### src/rtl/logic_unit_pipe.sv
// Pipelined WIDTH-bit bitwise logic unit with zero/ones/parity flags.
// A registered output stage plus one skid entry gives full throughput under backpressure.
module logic_unit_pipe #(
  parameter int WIDTH = 8
) (
  input  logic             clk,
  input  logic             rst,
  input  logic             in_valid,
  output logic             in_ready,
  input  logic [WIDTH-1:0] A,
  input  logic [WIDTH-1:0] B,
  input  logic [2:0]       OP,
  output logic             out_valid,
  input  logic             out_ready,
  output logic [WIDTH-1:0] Y,
  output logic             ZERO,
  output logic             ONES,
  output logic             PARITY
);

  localparam logic [1:0] EMPTY = 2'b00;
  localparam logic [1:0] ONE   = 2'b01;
  localparam logic [1:0] FULL  = 2'b10;

  typedef struct packed {
    logic [WIDTH-1:0] y;
    logic             zero;
    logic             ones;
    logic             parity;
  } res_t;

  logic [1:0] state_q, state_d;
  res_t       or_q, or_d, sk_q, sk_d;
  res_t       res_new;
  logic [WIDTH-1:0] y_new;
  logic       accept, emit;

  always_comb begin
    y_new = '0;
    case (OP)
      3'b000: y_new = A & B;
      3'b001: y_new = ~(A & B);
      3'b010: y_new = ~(A ^ B);
      3'b011: y_new = A | B;
      3'b100: y_new = ~(A | B);
      3'b101: y_new = A ^ B;
      3'b110: y_new = A;
      3'b111: y_new = ~A;
    endcase
    // Flags travel with the result so they stay consistent while held.
    res_new.y      = y_new;
    res_new.zero   = ~|y_new;
    res_new.ones   = &y_new;
    res_new.parity = ^y_new;
  end

  assign in_ready  = (state_q != FULL) & ~rst;
  assign out_valid = (state_q != EMPTY);
  assign accept    = in_valid & in_ready;
  assign emit      = out_valid & out_ready;

  always_comb begin
    state_d = state_q;
    or_d    = or_q;
    sk_d    = sk_q;
    case (state_q)
      EMPTY: begin
        if (accept) begin
          or_d    = res_new;
          state_d = ONE;
        end
      end
      ONE: begin
        if (accept && emit) begin
          or_d = res_new;
        end else if (accept) begin
          sk_d    = res_new;
          state_d = FULL;
        end else if (emit) begin
          state_d = EMPTY;
        end
      end
      FULL: begin
        if (emit) begin
          or_d    = sk_q;
          state_d = ONE;
        end
      end
      default: state_d = EMPTY;
    endcase
  end

  always_ff @(posedge clk) begin
    if (rst) begin
      state_q <= EMPTY;
      or_q    <= '0;
      sk_q    <= '0;
    end else begin
      state_q <= state_d;
      or_q    <= or_d;
      sk_q    <= sk_d;
    end
  end

  assign Y      = or_q.y;
  assign ZERO   = or_q.zero;
  assign ONES   = or_q.ones;
  assign PARITY = or_q.parity;

endmodule
### config.mk
export PLATFORM = sky130hd
export DESIGN_NAME = logic_unit_pipe
export DESIGN_NICKNAME = d
export VERILOG_FILES = /design/src/rtl/logic_unit_pipe.sv
export SDC_FILE = /design/constraint.sdc
export NUM_CORES = 1
export LEC_CHECK = 0
export ABC_AREA = 1
export BUFFER_PORTS_ARGS = -buffer_cell sky130_fd_sc_hd__buf_2
export CAP_MARGIN = 20
export CORE_MARGIN = 10
export CORE_UTILIZATION = 40
export CTS_BUF_LIST = sky130_fd_sc_hd__clkbuf_4
export DETAILED_ROUTE_END_ITERATION = 6
export PLACE_DENSITY = 0.6
export SLEW_MARGIN = 25
export SYNTH_ARGS = -nofsm -noshare
export SYNTH_HDL_FRONTEND = slang
export SYNTH_SLANG_ARGS = --single-unit
export TNS_END_PERCENT = 50
### constraint.sdc
create_clock -name clk -period 2.2 [get_ports clk]
set_input_delay 0.22 -clock clk [delete_from_list [all_inputs] [get_ports clk]]
set_output_delay 0.22 -clock clk [all_outputs]
set_load 0.005 [all_outputs]
* Word-level counts from Yosys, hierarchy flattened *
Index checks and enable logic that the tools add are counted.

word-level totals
  word-level logic and storage cells = 59
  register bits = 24
  bits of input ports = 23

cells by class
  mux-type cells = 11
  reduce and logical (&&, ||, !) cells = 12
  bitwise logic cells = 12
  equality and inequality tests = 15

operators with widths
  kind                                                                   number
  8-bit one-hot mux with 8 select lines                                  1
  11-bit 2-to-1 mux                                                      3
  11-bit one-hot mux with 3 select lines                                 1
  8-bit inverter                                                         4
  3-bit equality test, second input constant                             4
  2-bit 2-to-1 mux                                                       5
  2-bit inequality test, second input constant                           5
  8-bit AND                                                              1
  8-bit OR                                                               1
  4-bit AND reduction                                                    2
  8-bit AND reduction                                                    1
  8-bit OR reduction                                                     1
  8-bit XOR reduction                                                    1
  8-bit XOR                                                              1
  3-bit by 2-bit equality test with 1-bit output, second input constant  2
  2-bit one-hot mux with 3 select lines                                  1
  1-bit AND                                                              3
  3-bit by 1-bit equality test with 1-bit output, second input constant  1
  3-bit zero test                                                        1
  3-bit inequality test, second input constant                           1
  3-bit AND reduction                                                    1
  3-bit nonzero test                                                     1
  2-bit by 1-bit equality test with 1-bit output, second input constant  1
  2-bit equality test, second input constant                             1
  5 further kinds                                                        6

* Longest topological paths before layout *
Gate-level depths: netlist of the first run.

  depth after elaboration = 7
  mapped depth = 15

* Least setup slack after synthesis of the first run *
OpenSTA, ideal clock, no wires.

  path type = in2reg
  start point = in OP[0]
  end point = reg or_q (netlist bit PARITY)
  data arrival time = 1881 ps
  stages = 14
  slack = 210 ps
  cell sequence = buf_2 > nor2_1 > nand3_1 > nand2_1 > nor2_1 > a21oi_2 > inv_1 > ha_1 > xor2_1 > xnor2_1 > nand2_1 > nand3_1 > nand2_1 > inv_1

RTL lines
  item                    line  source
  start: declaration      12    input logic [2:0] OP,
  end signal: assignment  100   or_q <= or_d;
  end: declaration        33    res_t or_q, or_d, sk_q, sk_d;

==> flow_metrics.tcl, run 1 <==
set metrics [dict create \
    status "finished clean" \
    cts_tree "done" \
    syn_area_um2 2120 \
    num_vias 2256 \
    numCtsBuffers 3 \
    dp_hpwl_um 4440 \
    start_util_pct 41.5 \
    p_sw_share_pct 35.9 \
    drt_iter0_markers 127 \
    worst_ep_arrival_time_ps 2080 \
    cp_max_fo 7 \
    clockBufferDepth 2 \
    min_path_type "input pin to flip-flop" \
    path_class "input pin to flip-flop" \
    crit_path_end "PARITY" \
    finalPower_mw 1.14 \
    drcViolationCount 0 \
    insertion_delay_ps 320 \
    die_h_um 92.8 \
    critical_path_required_ps 2470 \
    grt_pass1_vias 2224 \
    worstReg2RegStart "state_q[1]" \
    avgViaCountPerCell 4.86 \
    cts_sinks 24 \
    worstReg2RegEnd "sk_q[10]" \
    ys_warn_count 0 \
    cp-end-kind "flip-flop" \
    n_fill_cell 567 \
    yosysUniqueCellTypes 23 \
    die-area_um2 8610 \
    power_frac_comb_pct 40.5 \
    r2r_cells 7 \
    routabilityCongestion 0.855 \
    ctsResizeCount 0 \
    core_um2 5110 \
    root_buffer "clkbuf_4" \
    grt_overflow 0 \
    p_switching_mw 0.409 \
    rsz0062_at_grt "no" \
    setup_viol 0 \
    area_growth_pct 20.2 \
    htreeDepth 1 \
    grt_antenna_before_repair 0 \
    drive_above_1_share_pct 20.3 \
    tightestPinTransition_ps 349 \
    p_clk_share_pct 17.5 \
    p_leak_nw 1.40 \
    nets 442 \
    grt_max_degree 23 \
    seq_area_frac_synth_pct 22.7 \
    netlist_instances 341 \
    r2r_slack_ps 790 \
    fmax_mhz 554 \
    routed_wl_um 5520 \
    ctsHoldBuffers 0 \
    final_antenna_net_count 0 \
    powerDensity_nw_per_um2 448 \
    num_io_pins 36 \
    period_minus_slack_ps 1810 \
    first_pass_iters 4 \
    path_clk_slew_ps 130 \
    rows 26 \
    finalClockSkew_ps 2.81 \
    wire_per_inst_um 11.9 \
    cap_violations 0 \
    cts_setup_buffers 0 \
    die_x_um 92.8 \
    ir_drop_mv 0.275 \
    startpoint_type "input pin" \
    drv_slew 0 \
    relSlewSlack_pct 76.7 \
    grt_pass1_wl_um 9930 \
    hold_viol 0 \
    p_int_mw 0.731 \
    seq_power_share_pct 42.0 \
    synth_fp_nets 388 \
    portBuffers 35 \
    critPathLaunch "OP[1]" \
    grt_usage_pct 13.2 \
    ys_seq_elements 24 \
    avgSynthCellArea_um2 6.21 \
    period_share_pct 82.1 \
    tns_ps 0 \
    num_antenna_cells 0 \
]
## worst min path at each step
stage,slack [ps],cells past startpoint,end,startpoint
global route,90,2,state_q[0],rst
finish,90,2,state_q[0],rst
floorplan,290,1,state_q[0],rst
CTS,90,2,state_q[0],rst
detailed placement,430,2,state_q[0],rst
global placement,430,2,state_q[0],rst
## registers in the layout, summed over array words and instances (netlist names)
name     cells
Y            8
ONES         1
PARITY       1
ZERO         1
sk_q        11
state_q      2
## cell families (layout without fill, tap and decap cells)
group	Yosys count	after routing	synth area share (%)
and+or+nand+nor	167	167	34.5
buffers and inverters	66	119	12.2
AOI/OAI and AO/OA	56	56	14.8
adders and majority gates	24	24	14.2
DFF	24	24	22.7
xor gates and xnor gates	4	4	1.65
## layer usage
metal | wire [um] | GRT usage, % | up-vias
met2 | 2590 | 22.8 | 54
met4 | 34 | 2.19 | 0
met3 | 248 | 2.58 | 4
li1 | - | - | 1198
met5 | 0 | 0 | -
met1 | 2640 | 16.5 | 1000
## synth_stat cells
library cell	instances	share of area [%]
a21oi_1	25	5.9
ha_1	24	14
nor3_1	1	0.24
nor2_1	47	8.3
xnor2_1	2	0.83
o21ai_0	23	5.4
nand3b_1	1	0.35
nand4_1	17	5.0
o21a_1	2	0.71
a21boi_2	2	1.1
or2_2	2	0.59
a21oi_2	4	1.7
nor3_2	2	0.95
nand3_1	23	5.4
inv_2	2	0.35
xor2_1	2	0.83
dfxtp_1	24	23
inv_1	52	9.2
clkbuf_1	2	0.35
buf_1	1	0.18
nor2_2	4	1.2
nand2_1	70	12
buf_2	9	2.1
## per-stage QoR
stage	hold slack, ps	instance area, um2	util, %	worst slack, ps	cells
3_5_place_dp	433	2520	49.3	55.6	460
3_3_place_gp	430	2520	49.3	52.7	460
2_1_floorplan	292	2120	-	210	341
5_1_grt	94.9	2550	49.9	104	464
6_report	87.2	2550	49.9	394	464
4_1_cts	88.2	2550	49.9	382	464
## layout by cell type, fill, tap and decap left out, types with 3 or more instances in the layout
cell      count
a21oi_2       4
nand2_1      70
ha_1         24
nor2_1       47
nand4_1      17
clkbuf_4      3
nand3_1      23
buf_2        35
nor2_2        4
inv_1        52
dfxtp_1      24
buf_4        26
o21ai_0      23
a21oi_1      25
## final cells by class
class	count	area (um2)	area share (%)
Multi-Input combinational cell	251	1380	54.2
Timing Repair Buffer	61	370	14.5
Clock inverter	1	3.75	0.147
Tap cell	70	87.6	3.44
Sequential cell	24	480	18.9
Clock buffer	3	22.5	0.885
Inverter	54	203	7.96
## worst max-delay path: stages
cell      delay, ps
buf_2           170
inv_2            90
nor2_2          210
nand2_1         150
nor2_1          110
nor2_1           70
a21boi_2        150
inv_1            50
ha_1            290
xnor2_1         140
xnor2_1         190
nand2_1          70
nand3_1          70
nand2_1          50
inv_1            40
## power groups by stage
stage | registers [mW] | clock network, mW | logic (mW)
4_1_cts | 0.479 | 0.201 | 0.467
3_3_place_gp | 0.488 | 0 | 0.462
5_1_grt | 0.483 | 0.227 | 0.539
3_5_place_dp | 0.489 | 0 | 0.465
6_report | 0.479 | 0.199 | 0.461
2_1_floorplan | 0.490 | 0 | 0.291
(Power assumes the default switching activity.)
==> run 2: changes to the inputs <==
- clock period: 2.2 -> 1.75 ns (I/O delays scaled with it)
==> run 2 against run 1 <==
  * Hold slack got worse by 29 ps
  * Highest routed layer unchanged
  * Sequential cell count did not move
  * Via count up 5.7%
  * First-iteration DRC count down 53%
  * Register-to-register slack worse by 600 ps
  * Total power grew 52%
==> flow_metrics.tcl, run 2 (synthesis results as in run 1) <==
set metrics [dict create \
    ir_drop_mv 0.290 \
    layout_commonest_cell "nand2_1" \
    largest_reg_flops 11 \
    drv_slew 0 \
    grt_usage_pct 13.9 \
    avgViaCountPerCell 4.84 \
    rsz0062_at_grt "yes" \
    cp-end-kind "flip-flop" \
    core_um2 5110 \
    path_class "input pin to flip-flop" \
    tightestPinTransition_ps 354 \
    numCtsBuffers 3 \
    die_x_um 92.8 \
    status "finished clean" \
    portBuffers 35 \
    period_minus_slack_ps 1710 \
    final_antenna_net_count 0 \
    grt_pass1_vias 2235 \
    worstReg2RegEnd "Y[1]" \
    critical_path_required_ps 1970 \
    clockBufferDepth 2 \
    insertion_delay_ps 310 \
    grt_pass1_wl_um 10300 \
    first_pass_iters 4 \
    powerDensity_nw_per_um2 559 \
    die_h_um 92.8 \
    r2r_cells 7 \
    cts_tree "done" \
    rows 26 \
    cts_sinks 24 \
    worst_ep_arrival_time_ps 1930 \
    crit_path_end "sk_q[0]" \
    fin_ws_ps 36.1 \
    path_clk_slew_ps 120 \
    r2r_slack_ps 190 \
    setup_viol 0 \
    hold_viol 0 \
    num_antenna_cells 0 \
    cp_max_fo 8 \
    min_path_type "input pin to flip-flop" \
    grt_antenna_before_repair 0 \
    final_core_util_pct 60.6 \
    startpoint_type "input pin" \
    n_fill_cell 493 \
    critPathLaunch "OP[0]" \
    grt_max_degree 23 \
    htreeDepth 1 \
    drcViolationCount 0 \
    tns_ps 0 \
    num_io_pins 36 \
    drt_iter0_markers 60 \
    die-area_um2 8610 \
    hold_ws_ps 57.9 \
    root_buffer "clkbuf_4" \
    p_leak_nw 1.60 \
    num_vias 2384 \
    finalPower_mw 1.73 \
    relSlewSlack_pct 76.3 \
    routabilityCongestion 0.862 \
    period_share_pct 97.9 \
    start_util_pct 41.5 \
    register_area_um2 480 \
    wire_per_inst_um 12.5 \
    worstReg2RegStart "state_q[1]" \
    grt_overflow 0 \
    drive_above_1_share_pct 35.5 \
    mostFrequentLayoutCells "65 x nand2_1, 50 x buf_4, 40 x inv_1" \
    area_growth_pct 46.0 \
    fmax_mhz 583 \
    cap_violations 0 \
    nets 472 \
    routed_wl_um 6160 \
    finalClockSkew_ps 6.95 \
    pre_cts_ws_ps -362 \
    regMostFlops "sk_q" \
    dp_hpwl_um 4670 \
    multiInputGateArea_um2 1610 \
]
-- run 2: layer usage --
metal / share of wire, % / global-route usage (%) / routed length [um] / vias to the layer above
met5: 0 / 0 / 0 / -
met4: 0.65 / 1.41 / 40 / 0
met3: 4.3 / 2.74 / 264 / 4
met2: 48 / 24.2 / 2970 / 46
met1: 47 / 17.7 / 2880 / 1068
li1: - / - / - / 1266
-- run 2: how the worst min path moves through the flow --
stage	from	to	slack, ps	cells past startpoint
global placement	rst	state_q[0]	380	2
global route	rst	state_q[0]	60	2
detailed placement	rst	state_q[0]	390	2
finish	rst	state_q[0]	60	2
CTS	rst	state_q[0]	50	2
floorplan	rst	state_q[0]	250	1
-- run 2: report_power, final --
part,switching (mW),internal [mW]
Combinational,0.441,0.454
Clock,0.153,0.0803
Sequential,0.0187,0.584
-- run 2: metrics by stage --
step	instances	area, um2
final	493	3090
after global routing	493	3090
after CTS	488	2890
after detailed placement	484	2830
after global placement	484	2830
after floorplan	341	2280
-- run 2: area by class of cell --
class                      count  share of cell area (%)
multi-input combinational    251                    52.2
inverter                      54                    6.88
timing repair buffer          91                    21.8
clock buffer                   3                   0.728
sequential                    24                    15.5
tap                           70                    2.83
-- run 2: worst max-delay path: stages --
cell and delay [ps]:
buf_6 120, buf_12 140, nor2_4 210, nand3_2 110, nand2_2 70, nor2_2 40, a21oi_2 160, inv_2 70
ha_4 260, xor2_4 180, xnor2_2 140, buf_4 140, nor2_2 70, nor2_1 40
-- run 2: timing repair --
action / 4_1_cts / 5_1_grt
setup endpoints to repair: 1 / 5
setup buffers: 0 / 5
pin swaps: 2 / 21
gates cloned: 1 / 0
hold buffers: 0 / 0
gates resized for setup: 2 / 36
